<file path="config.mk">
export PLATFORM = sky130hd
export DESIGN_NAME = router_fsm
export DESIGN_NICKNAME = d
export VERILOG_FILES = /design/src/rtl/router_pkg.sv /design/src/rtl/router_fsm.sv
export SDC_FILE = /design/constraint.sdc
export NUM_CORES = 1
export LEC_CHECK = 0
export ABC_AREA = 1
export CORE_AREA = 5 5 48 50
export DETAILED_ROUTE_END_ITERATION = 10
export DIE_AREA = 0 0 53 55
export PLACE_DENSITY_LB_ADDON = 0.3
export SYNTH_ARGS = -nofsm -noshare
export SYNTH_HDL_FRONTEND = slang
export SYNTH_SLANG_ARGS = --single-unit
</file>
<file path="constraint.sdc">
create_clock -name clk -period 1.9 [get_ports clk]
set_input_delay 0.19 -clock clk [delete_from_list [all_inputs] [get_ports clk]]
set_output_delay 0.19 -clock clk [all_outputs]
set_load 0.005 [all_outputs]
</file>
<file path="src/rtl/router_pkg.sv">
// Shared types for the packet-router control FSM: state encoding and
// destination address constants.
package router_pkg;

  typedef enum logic [2:0] {
    DECODE_ADDRESS     = 3'd0,
    LOAD_FIRST_DATA    = 3'd1,
    LOAD_DATA          = 3'd2,
    LOAD_PARITY        = 3'd3,
    CHECK_PARITY_ERROR = 3'd4,
    FIFO_FULL_STATE    = 3'd5,
    LOAD_AFTER_FULL    = 3'd6,
    WAIT_TILL_EMPTY    = 3'd7
  } state_e;

  localparam logic [1:0] ADDR_0       = 2'b00;
  localparam logic [1:0] ADDR_1       = 2'b01;
  localparam logic [1:0] ADDR_2       = 2'b10;
  localparam logic [1:0] ADDR_INVALID = 2'b11;

  // Per-port flag lookup; address 3 has no port and always reads as 0.
  function automatic logic port_bit(input logic [2:0] flags, input logic [1:0] addr);
    case (addr)
      ADDR_0:  port_bit = flags[0];
      ADDR_1:  port_bit = flags[1];
      ADDR_2:  port_bit = flags[2];
      default: port_bit = 1'b0;
    endcase
  endfunction

endpackage

</file>
<file path="src/rtl/router_fsm.sv">
// Control FSM of a 3-port packet router: decodes the header address, sequences
// payload/parity loads and stalls on FIFO full or on a non-empty destination.
module router_fsm
  import router_pkg::*;
(
  input  logic       clk,
  input  logic       resetn,
  input  logic       pkt_valid,
  input  logic [1:0] data_in,
  input  logic       fifo_full,
  input  logic [2:0] fifo_empty,
  input  logic [2:0] soft_reset,
  input  logic       parity_done,
  input  logic       low_pkt_valid,
  output logic       busy,
  output logic       detect_add,
  output logic       lfd_state,
  output logic       ld_state,
  output logic       laf_state,
  output logic       full_state,
  output logic       rst_int_reg,
  output logic       write_enb_reg,
  output logic [2:0] dbg_state_o
);

  state_e     state_q, state_d;
  logic [1:0] addr_q;

  always_ff @(posedge clk or negedge resetn) begin
    if (!resetn) begin
      state_q <= DECODE_ADDRESS;
      addr_q  <= ADDR_0;
    end else begin
      state_q <= state_d;
      // The destination is captured only when a header is accepted.
      if (state_q == DECODE_ADDRESS && state_d != DECODE_ADDRESS)
        addr_q <= data_in;
    end
  end

  always_comb begin
    state_d = state_q;
    case (state_q)
      DECODE_ADDRESS: begin
        if (pkt_valid && data_in != ADDR_INVALID)
          state_d = port_bit(fifo_empty, data_in) ? LOAD_FIRST_DATA : WAIT_TILL_EMPTY;
      end
      LOAD_FIRST_DATA: state_d = LOAD_DATA;
      LOAD_DATA: begin
        if (fifo_full)       state_d = FIFO_FULL_STATE;
        else if (!pkt_valid) state_d = LOAD_PARITY;
      end
      LOAD_PARITY:         state_d = CHECK_PARITY_ERROR;
      CHECK_PARITY_ERROR:  state_d = fifo_full ? FIFO_FULL_STATE : DECODE_ADDRESS;
      FIFO_FULL_STATE:     state_d = fifo_full ? FIFO_FULL_STATE : LOAD_AFTER_FULL;
      LOAD_AFTER_FULL: begin
        if (parity_done)        state_d = DECODE_ADDRESS;
        else if (low_pkt_valid) state_d = LOAD_PARITY;
        else                    state_d = LOAD_DATA;
      end
      WAIT_TILL_EMPTY: begin
        if (port_bit(fifo_empty, addr_q)) state_d = LOAD_FIRST_DATA;
      end
      default: state_d = DECODE_ADDRESS;
    endcase
    // A synchronizer timeout on the active port abandons the packet.
    if (port_bit(soft_reset, addr_q))
      state_d = DECODE_ADDRESS;
  end

  always_comb begin
    detect_add    = (state_q == DECODE_ADDRESS);
    lfd_state     = (state_q == LOAD_FIRST_DATA);
    ld_state      = (state_q == LOAD_DATA);
    laf_state     = (state_q == LOAD_AFTER_FULL);
    full_state    = (state_q == FIFO_FULL_STATE);
    rst_int_reg   = (state_q == CHECK_PARITY_ERROR);
    write_enb_reg = (state_q == LOAD_DATA) || (state_q == LOAD_PARITY) ||
                    (state_q == LOAD_AFTER_FULL);
    busy          = !((state_q == DECODE_ADDRESS) || (state_q == LOAD_DATA));
  end

  assign dbg_state_o = state_q;

endmodule

</file>
# Word-level counts from Yosys, hierarchy flattened
# Index checks and enable logic that the tools add are counted.
# op_classes
n_eq_ne	12
n_mux	17
n_reduce_logical	10
# op_table
cell	n
one-hot mux 3 bit (8 select lines)	1
two-way mux 3 bit	7
== test 3 bit (second input constant)	4
one-hot mux 1 bit (3 select lines)	3
== test 3 x 2 -> 1 bit (second input constant)	2
== test 2 x 1 -> 1 bit (second input constant)	2
== test 2 bit (second input constant)	2
logical NOT 2 bit	2
two-way mux 1 bit	4
two-way mux 2 bit	2
== test 3 x 1 -> 1 bit (second input constant)	1
logical NOT 3 bit	1
logical OR 1 bit	3
nonzero test 3 bit	1
logical AND 1 bit	2
!= test 2 bit (second input constant)	1
logical NOT 1 bit	1
# word_totals
regBits	5
inputBits	14
out_inout_bits	11
word_cells	41

# Logic depth before layout (Yosys ltp)
# Gate-level depths: netlist of the first run.
# logic_depth
ltp_word	10
mapped_depth	12
mapped_depth_nobuf	11

# Worst setup path after synthesis of the first run
# Ideal clock, no wire load.
# synth_timing
path_kind	register -> register
from	register state_q[0], in the netlist dbg_state_o[0]
to	register addr_q[0]
arrival_time_ns	1.189
required_time_ns	1.783
path_slack_ns	0.595
stages_incl_launch_ff	12
path_buffers	1
cell_sequence	dfrtp_1 > buf_2 > nor2_2 > nand2_4 > o21ai_1 > nor2_1 > nand2_1 > nand2_2 > nand3_2 > nand2_2 > nand2_1 > nand2_1
# synth_between
elab_chain_len	6
# synth_lines
element	line	source
from (decl)	router_fsm.sv:26	state_e state_q, state_d;
from (signal assigned)	router_fsm.sv:34	state_q <= state_d;
two-way mux 3 bit	router_fsm.sv:51	else if (!pkt_valid) state_d = LOAD_PARITY;
two-way mux 3 bit	router_fsm.sv:50	if (fifo_full) state_d = FIFO_FULL_STATE;
one-hot mux 3 bit (8 select lines)	router_fsm.sv:43	case (state_q)
two-way mux 3 bit	router_fsm.sv:67	if (port_bit(soft_reset, addr_q))
nonzero test 3 bit	router_fsm.sv:36	if (state_q == DECODE_ADDRESS && state_d != DECODE_ADDRESS)
logical AND 1 bit (*)	router_fsm.sv:36	
to (signal assigned)	router_fsm.sv:37	addr_q <= data_in;
to (decl)	router_fsm.sv:27	logic [1:0] addr_q;
# Mark *: on every way between the ends. The rest lies on a longest branch, timed or not.
# A chain may end at the register's enable or synchronous reset.

# Worst setup path in the final report of the first run
# layout_timing
from	register state_q[1], in the netlist dbg_state_o[1]
to	output port detect_add
# layout_between
elab_chain_len	1
# layout_lines
element	line	source
logical NOT 3 bit	router_fsm.sv:72	detect_add = (state_q == DECODE_ADDRESS);
to (decl)	router_fsm.sv:16	output logic detect_add,
# Every way passes these cells.

==> results.md, run 1 <==
* NetSw at 531 µW
* Post-Syn Area at 523 µm²
* Root buffer cell: clkbuf_4
* Clock Skew at ~0.0038 ns
* CTS Sinks at 5
* Inserted Diodes at 0
* Multi-input gate area at between 300 and 400 µm²
* Max Freq at about 0.56 GHz
* Worst reg2reg setup slack at 0.49 ns
* Max_cap viols at 0
* Hold crit path type: primary input to asynchronous set/reset pin
* Grt total ovfl at 0
* Hold slack at roughly 0.17 ns
* DRC Markers at 0
* Layout cells sized above 1 at 0.200
* Routed Antenna Nets at 0
* Vias in the first global route at around 560
* Area Growth Syn to Fin at 55.3%
* Core Region at 1860 µm²
* Drt pass-1 iters at 4
* Synth area leaders: dfrtp_1, nand2_1, nand3_1
* CP Data Arrival Time at 1.61 ns
* Die area at between 2000 and 3000 µm²
* Fin. max-slew vios at 0
* DRC marker count from the first detailed-route iteration at 8
* Worst slew pin tran at 0.313 ns
* PwrDens at 1400 nW/µm²
* Wirelength per Cell at slightly above 9 µm
* Ys Warns at 0
* Worst reg-to-reg path cell count at 9
* Leading cell type in the layout, fill and taps excluded: clkdlybuf4s50_1
* Worst Setup End Kind: output port
* Setup CP Type: flop to output port
* RSZ-0062 raised after global routing: false
* Clock Power Share at 0.106
* Hold Vio Cnt, Final at 0
* Worst Setup Start Kind: flop
* CTS tree: done
* Largest net degree at the start of global routing at 11
* Fin crit period at 1.80 ns
* Library cells used by synthesis at 20
* Via/cell ratio at 4.26
* Avg Synthesized Cell Area at 6.23 µm²
* Outcome: finished, final reports clean
* Final wirelength at 1280 µm
* Clk pin slew, worst setup/hold paths at 0.04 ns
* # rows at 16
* Chip Width at around 53 µm
* Layout fillers at approximately 200
* Layout net count at around 130
* Worst-path fanout max at 8
* Setup TNS at 0 ns
* Setup Fix Bufs, Post-CTS at 0
* Slowest stage delay, CP at 0.50 ns
* Die height at roughly 55 µm
* Crit-path slowest cell: clkdlybuf4s50_1
* Initial antenna violation count at 0
* Largest area contributor in the netlist: dfrtp_1
* RR Endpoint: addr_q[0]$_DFFE_PN0P_
* GRT Overall Usage at 0.103
* Worst relative slew slack at 0.791
* Worst skew pair latency at 0.24 ns
* Share of power burned in registers at 0.226
* Final Setup Violations at 0
* I/O Buffers at 24
* Post-DP HPWL at 1100 µm
* Final GP Congestion at about 0.83
* Critical path, cell by cell: nor2_2, nand2_4, inv_4, clkdlybuf4s50_1
* Pint at ~610 µW
* Synth Register Bits at 5
* Via count at 584
* Syn nets at 98
* FF+latch area at around 130 µm²
* Clk buf depth at 2
* Reg-to-Reg Start: dbg_state_o[0]$_DFF_PN0_
* Post-Synthesis Cells at 84
* Num CTS Buffers at 3
* Critical Path RT at between 1.5 and 2 ns
* Most frequent cells in the layout: clkdlybuf4s50_1, nand2_1, inv_1, nand3_1, nand2_2
* Final period utilization at 0.947
* Seq/Total Area, Yosys at 0.239
* CTS Hold Bufs at 0
* First-pass GRT wire length at 2260 µm
* Leak at 0.000405 µW
* Initial Util at 0.281
* Worst VDD drop at 0.891 mV
* Post-synth top area share at 0.239
* IO Count at 25
* H-tree level count at 1
* Comb power frac at 0.669
* Sw frac at 0.467
per-stage QoR:
step	total power, µW	instances	util	setup WS, ns	cell area [µm²]
2_1_floorplan	741	84	-	0.595	523
3_3_place_gp	1020	133	0.421	0.294	785
3_5_place_dp	1030	133	0.421	0.281	785
4_1_cts	1160	137	0.435	0.0123	811
5_1_grt	1270	137	0.436	0.0170	812
6_report	1140	137	0.436	0.101	812
power groups by stage:
stage	Sequential [µW]	Clock, µW	Combinational [µW]
2_1_floorplan	201	0	540
3_3_place_gp	256	0	763
3_5_place_dp	258	0	771
4_1_cts	256	126	774
5_1_grt	268	136	870
6_report	257	120	760
worst max-delay path, delay by kind of cell, from the launching register on:
family | cells | cell delay, ns
simple gates | 2 | 0.29
buf+inv | 2 | 0.59
flops | 1 | 0.48
cells in the mapped netlist:
cell type  instances
buf_4              1
nand3_1           11
a21oi_2            1
inv_4              1
nand2_2            6
nand2_1           22
nor2_1             5
nand2_4            1
dfrtp_1            5
nand4_2            1
nor2_2             2
o21ai_1            3
nor3_1             1
buf_2              1
nand3b_1           1
a21oi_1            3
nand3_2            3
inv_2              2
inv_1             13
nor2_4             1
flip-flops by register name (all words and copies together), names as in the netlist:
register / cells
dbg_state_o: 3
addr_q: 2
layer usage:
metal  global-route usage  wire, µm
met2                0.167       554
met3               0.0536       142
met4                    0         0
met1                0.130       578
met5                    0         0
logic make-up (layout without fill, tap and decap cells):
group / after synthesis / after routing / share of synthesized area
buf+inv: 18 / 44 / 0.144
flops: 5 / 5 / 0.239
simple gates: 54 / 54 / 0.543
compound gates: 7 / 7 / 0.0741
worst max path at each step:
stage,from,endpoint,cells past startpoint,slack [ns]
floorplan,dbg_state_o[0]$_DFF_PN0_,addr_q[0]$_DFFE_PN0P_,11,0.59
global placement,dbg_state_o[2]$_DFF_PN0_,busy,5,0.29
detailed placement,dbg_state_o[2]$_DFF_PN0_,busy,5,0.28
CTS,dbg_state_o[2]$_DFF_PN0_,busy,5,0.01
global route,dbg_state_o[1]$_DFF_PN0_,detect_add,4,0.02
finish,dbg_state_o[1]$_DFF_PN0_,detect_add,4,0.10
cell type report:
class | instances | area share
Timing Repair Buffer | 24 | 0.296
Multi-Input combinational cell | 61 | 0.398
Sequential cell | 5 | 0.156
Clock buffer | 4 | 0.0324
Inverter | 16 | 0.0770
Tap cell | 27 | 0.0416
timing repair:
item / 4_1_cts / 5_1_grt
gates resized for setup: 0 / 1
hold endpoints to repair: 0 / 0
setup endpoints to repair: 0 / 3
Note: power is estimated with default switching activity, not from simulation.
==> run 2: changes to the inputs <==
Settings changed: CORE_AREA 5 5 48 50 to 5 5 42 44, DIE_AREA 0 0 53 55 to 0 0 47 49.
==> run 2 against run 1 <==
  * Worst setup slack gained 0.0056 ns
  * Flip-flop and latch count unchanged
  * Critical endpoint unchanged
  * Clock power about the same
  * Register-to-register slack got worse by 0.02 ns
  * Via count down 0.86%
  * Clock skew shrank 0.0028 ns
  * Highest routed layer is now met4
  * Sequential power about the same
  * Critical path depth is the same
==> results.md, run 2 (synthesized netlist as in run 1, its figures left out) <==
* Outcome: finished, final reports clean (unchanged)
* Post-DP HPWL at 1070 µm (was 1100 µm)
* Worst reg-to-reg path cell count at 9 (unchanged)
* Worst Setup Start Kind: flop (unchanged)
* Worst skew pair latency at 0.24 ns (about the same)
* Grt total ovfl at 0 (unchanged)
* Clk pin slew, worst setup/hold paths at 0.04 ns (about the same)
* H-tree level count at 1 (unchanged)
* Final GP Congestion at 0.754 (was 0.835)
* Total power at 1140 µW (about the same)
* Post-Layout Cell Count at 126 (was 137)
* Hold crit path type: primary input to asynchronous set/reset pin (unchanged)
* Worst-path fanout max at 8 (unchanged)
* DRC marker count from the first detailed-route iteration at 11 (was 8)
* Initial antenna violation count at 0 (unchanged)
* Fin. max-slew vios at 0 (unchanged)
* Slowest stage delay, CP at 0.50 ns (about the same)
* Root buffer cell: clkbuf_4 (unchanged)
* Num CTS Buffers at 3 (unchanged)
* Layout net count at 125 (unchanged)
* CP Data Arrival Time at 1.60 ns (was 1.61 ns)
* Worst VDD drop at 0.873 mV (was 0.891 mV)
* Via count at 579 (was 584)
* Die area at 2300 µm² (was 2920 µm²)
* Leak at 0.000403 µW (was 0.000405 µW)
* Wirelength per Cell at 10.0 µm (was 9.31 µm)
* Setup Fix Bufs, Post-CTS at 0 (unchanged)
* GRT Overall Usage at 0.123 (was 0.103)
* Worst Setup End Kind: output port (unchanged)
* Clk buf depth at 2 (unchanged)
* Util after Layout at 0.571 (was 0.436)
* # rows at 14 (was 16)
* Setup TNS at 0 ns (unchanged)
* Largest net degree at the start of global routing at 11 (unchanged)
* Post-CTS sizing at 0 (unchanged)
* Crit-path slowest cell: clkdlybuf4s50_1 (unchanged)
* Vias in the first global route at 503 (was 558)
* CTS Hold Bufs at 0 (unchanged)
* Critical path, cell by cell: nor2_2, nand2_4, inv_4, clkdlybuf4s50_1 (unchanged)
* RSZ-0062 raised after global routing: false (unchanged)
* Clock Skew at 0.000982 ns (was 0.00382 ns)
* Final period utilization at 0.944 (was 0.947)
* Worst path top cell family by delay: buffers and inverters (unchanged)
* Max_cap viols at 0 (unchanged)
* IO Count at 25 (unchanged)
* Drt pass-1 iters at 4 (unchanged)
* Routed Antenna Nets at 0 (unchanged)
* Setup CP Type: flop to output port (unchanged)
* Dpl cells at 122 (was 133)
* First-pass GRT wire length at 2130 µm (was 2260 µm)
* Worst relative slew slack at 0.791 (about the same)
* Layout fillers at 146 (was 204)
* Layout cells sized above 1 at 0.209 (was 0.200)
* CTS Sinks at 5 (unchanged)
* Die height at 49 µm (was 55 µm)
* Max FFs per register at 3 (unchanged)
* Area Growth Syn to Fin at 52.9% (was 55.3%)
* Inserted Diodes at 0 (unchanged)
* Hold Vio Cnt, Final at 0 (unchanged)
* Critical Path RT at 1.71 ns (about the same)
* Reg-to-Reg Start: dbg_state_o[1]$_DFF_PN0_ (was dbg_state_o[0]$_DFF_PN0_)
* PwrDens at 1430 nW/µm² (was 1400 nW/µm²)
* CTS tree: done (unchanged)
* Buf/Inv on CP at 2 (unchanged)
* Leading cell type in the layout, fill and taps excluded: clkdlybuf4s50_1 (unchanged)
* I/O Buffers at 24 (unchanged)
* Final wirelength at 1270 µm (was 1280 µm)
* RR Endpoint: addr_q[0]$_DFFE_PN0P_ (unchanged)
* Max Freq at 0.558 GHz (was 0.556 GHz)
* Via/cell ratio at 4.60 (was 4.26)
* Chip Width at 47 µm (was 53 µm)
* Final Setup Violations at 0 (unchanged)
* Most frequent cells in the layout: clkdlybuf4s50_1, nand2_1, inv_1, nand3_1, nand2_2 (unchanged)
* DRC Markers at 0 (unchanged)
* Initial Util at 0.373 (was 0.281)
* Worst reg2reg setup slack at 0.47 ns (was 0.49 ns)
* Worst slew pin tran at 0.313 ns (about the same)
* Fin crit period at 1.79 ns (was 1.80 ns)
* Core Region at 1400 µm² (was 1860 µm²)
==> run 2: stage by stage <==
step	cell area (µm²)	setup slack, ns	hold slack [ns]
2_1_floorplan	523	0.595	-0.106
3_3_place_gp	771	0.296	0.419
3_5_place_dp	771	0.280	0.423
4_1_cts	797	0.0243	0.164
5_1_grt	800	0.0162	0.162
6_report	800	0.107	0.164
==> run 2: how the worst max path moves through the flow <==
stage / start / endpoint / slack (ns) / cells after the start
3_5_place_dp: data_in[0] / addr_q[0]$_DFFE_PN0P_ / 0.28 / 11
6_report: dbg_state_o[1]$_DFF_PN0_ / detect_add / 0.11 / 4
2_1_floorplan: dbg_state_o[0]$_DFF_PN0_ / addr_q[0]$_DFFE_PN0P_ / 0.59 / 11
3_3_place_gp: data_in[1] / addr_q[0]$_DFFE_PN0P_ / 0.30 / 11
4_1_cts: dbg_state_o[2]$_DFF_PN0_ / busy / 0.02 / 5
5_1_grt: dbg_state_o[1]$_DFF_PN0_ / busy / 0.02 / 6
==> run 2: layer usage <==
metal,track usage,routed length (µm)
met1,0.170,572
met2,0.170,589
met3,0.0295,75
met4,0.0691,27
met5,0,0
==> run 2: power breakdown <==
| group | internal (µW) | switching, µW | total [µW] |
|---|---|---|---|
| Sequential | 160 | 99.1 | 259 |
| Clock | 79.2 | 40.7 | 120 |
| Combinational | 370 | 395 | 765 |
| Total | 609 | 535 | 1140 |
==> run 2: layout make-up <==
| type | count | area [µm²] | area share |
|---|---|---|---|
| Clock buffer | 4 | 26.3 | 0.0329 |
| Multi-Input combinational cell | 61 | 323 | 0.404 |
| Timing Repair Buffer | 24 | 240 | 0.300 |
| Tap cell | 16 | 20.0 | 0.0250 |
| Inverter | 16 | 62.6 | 0.0782 |
| Sequential cell | 5 | 128 | 0.160 |
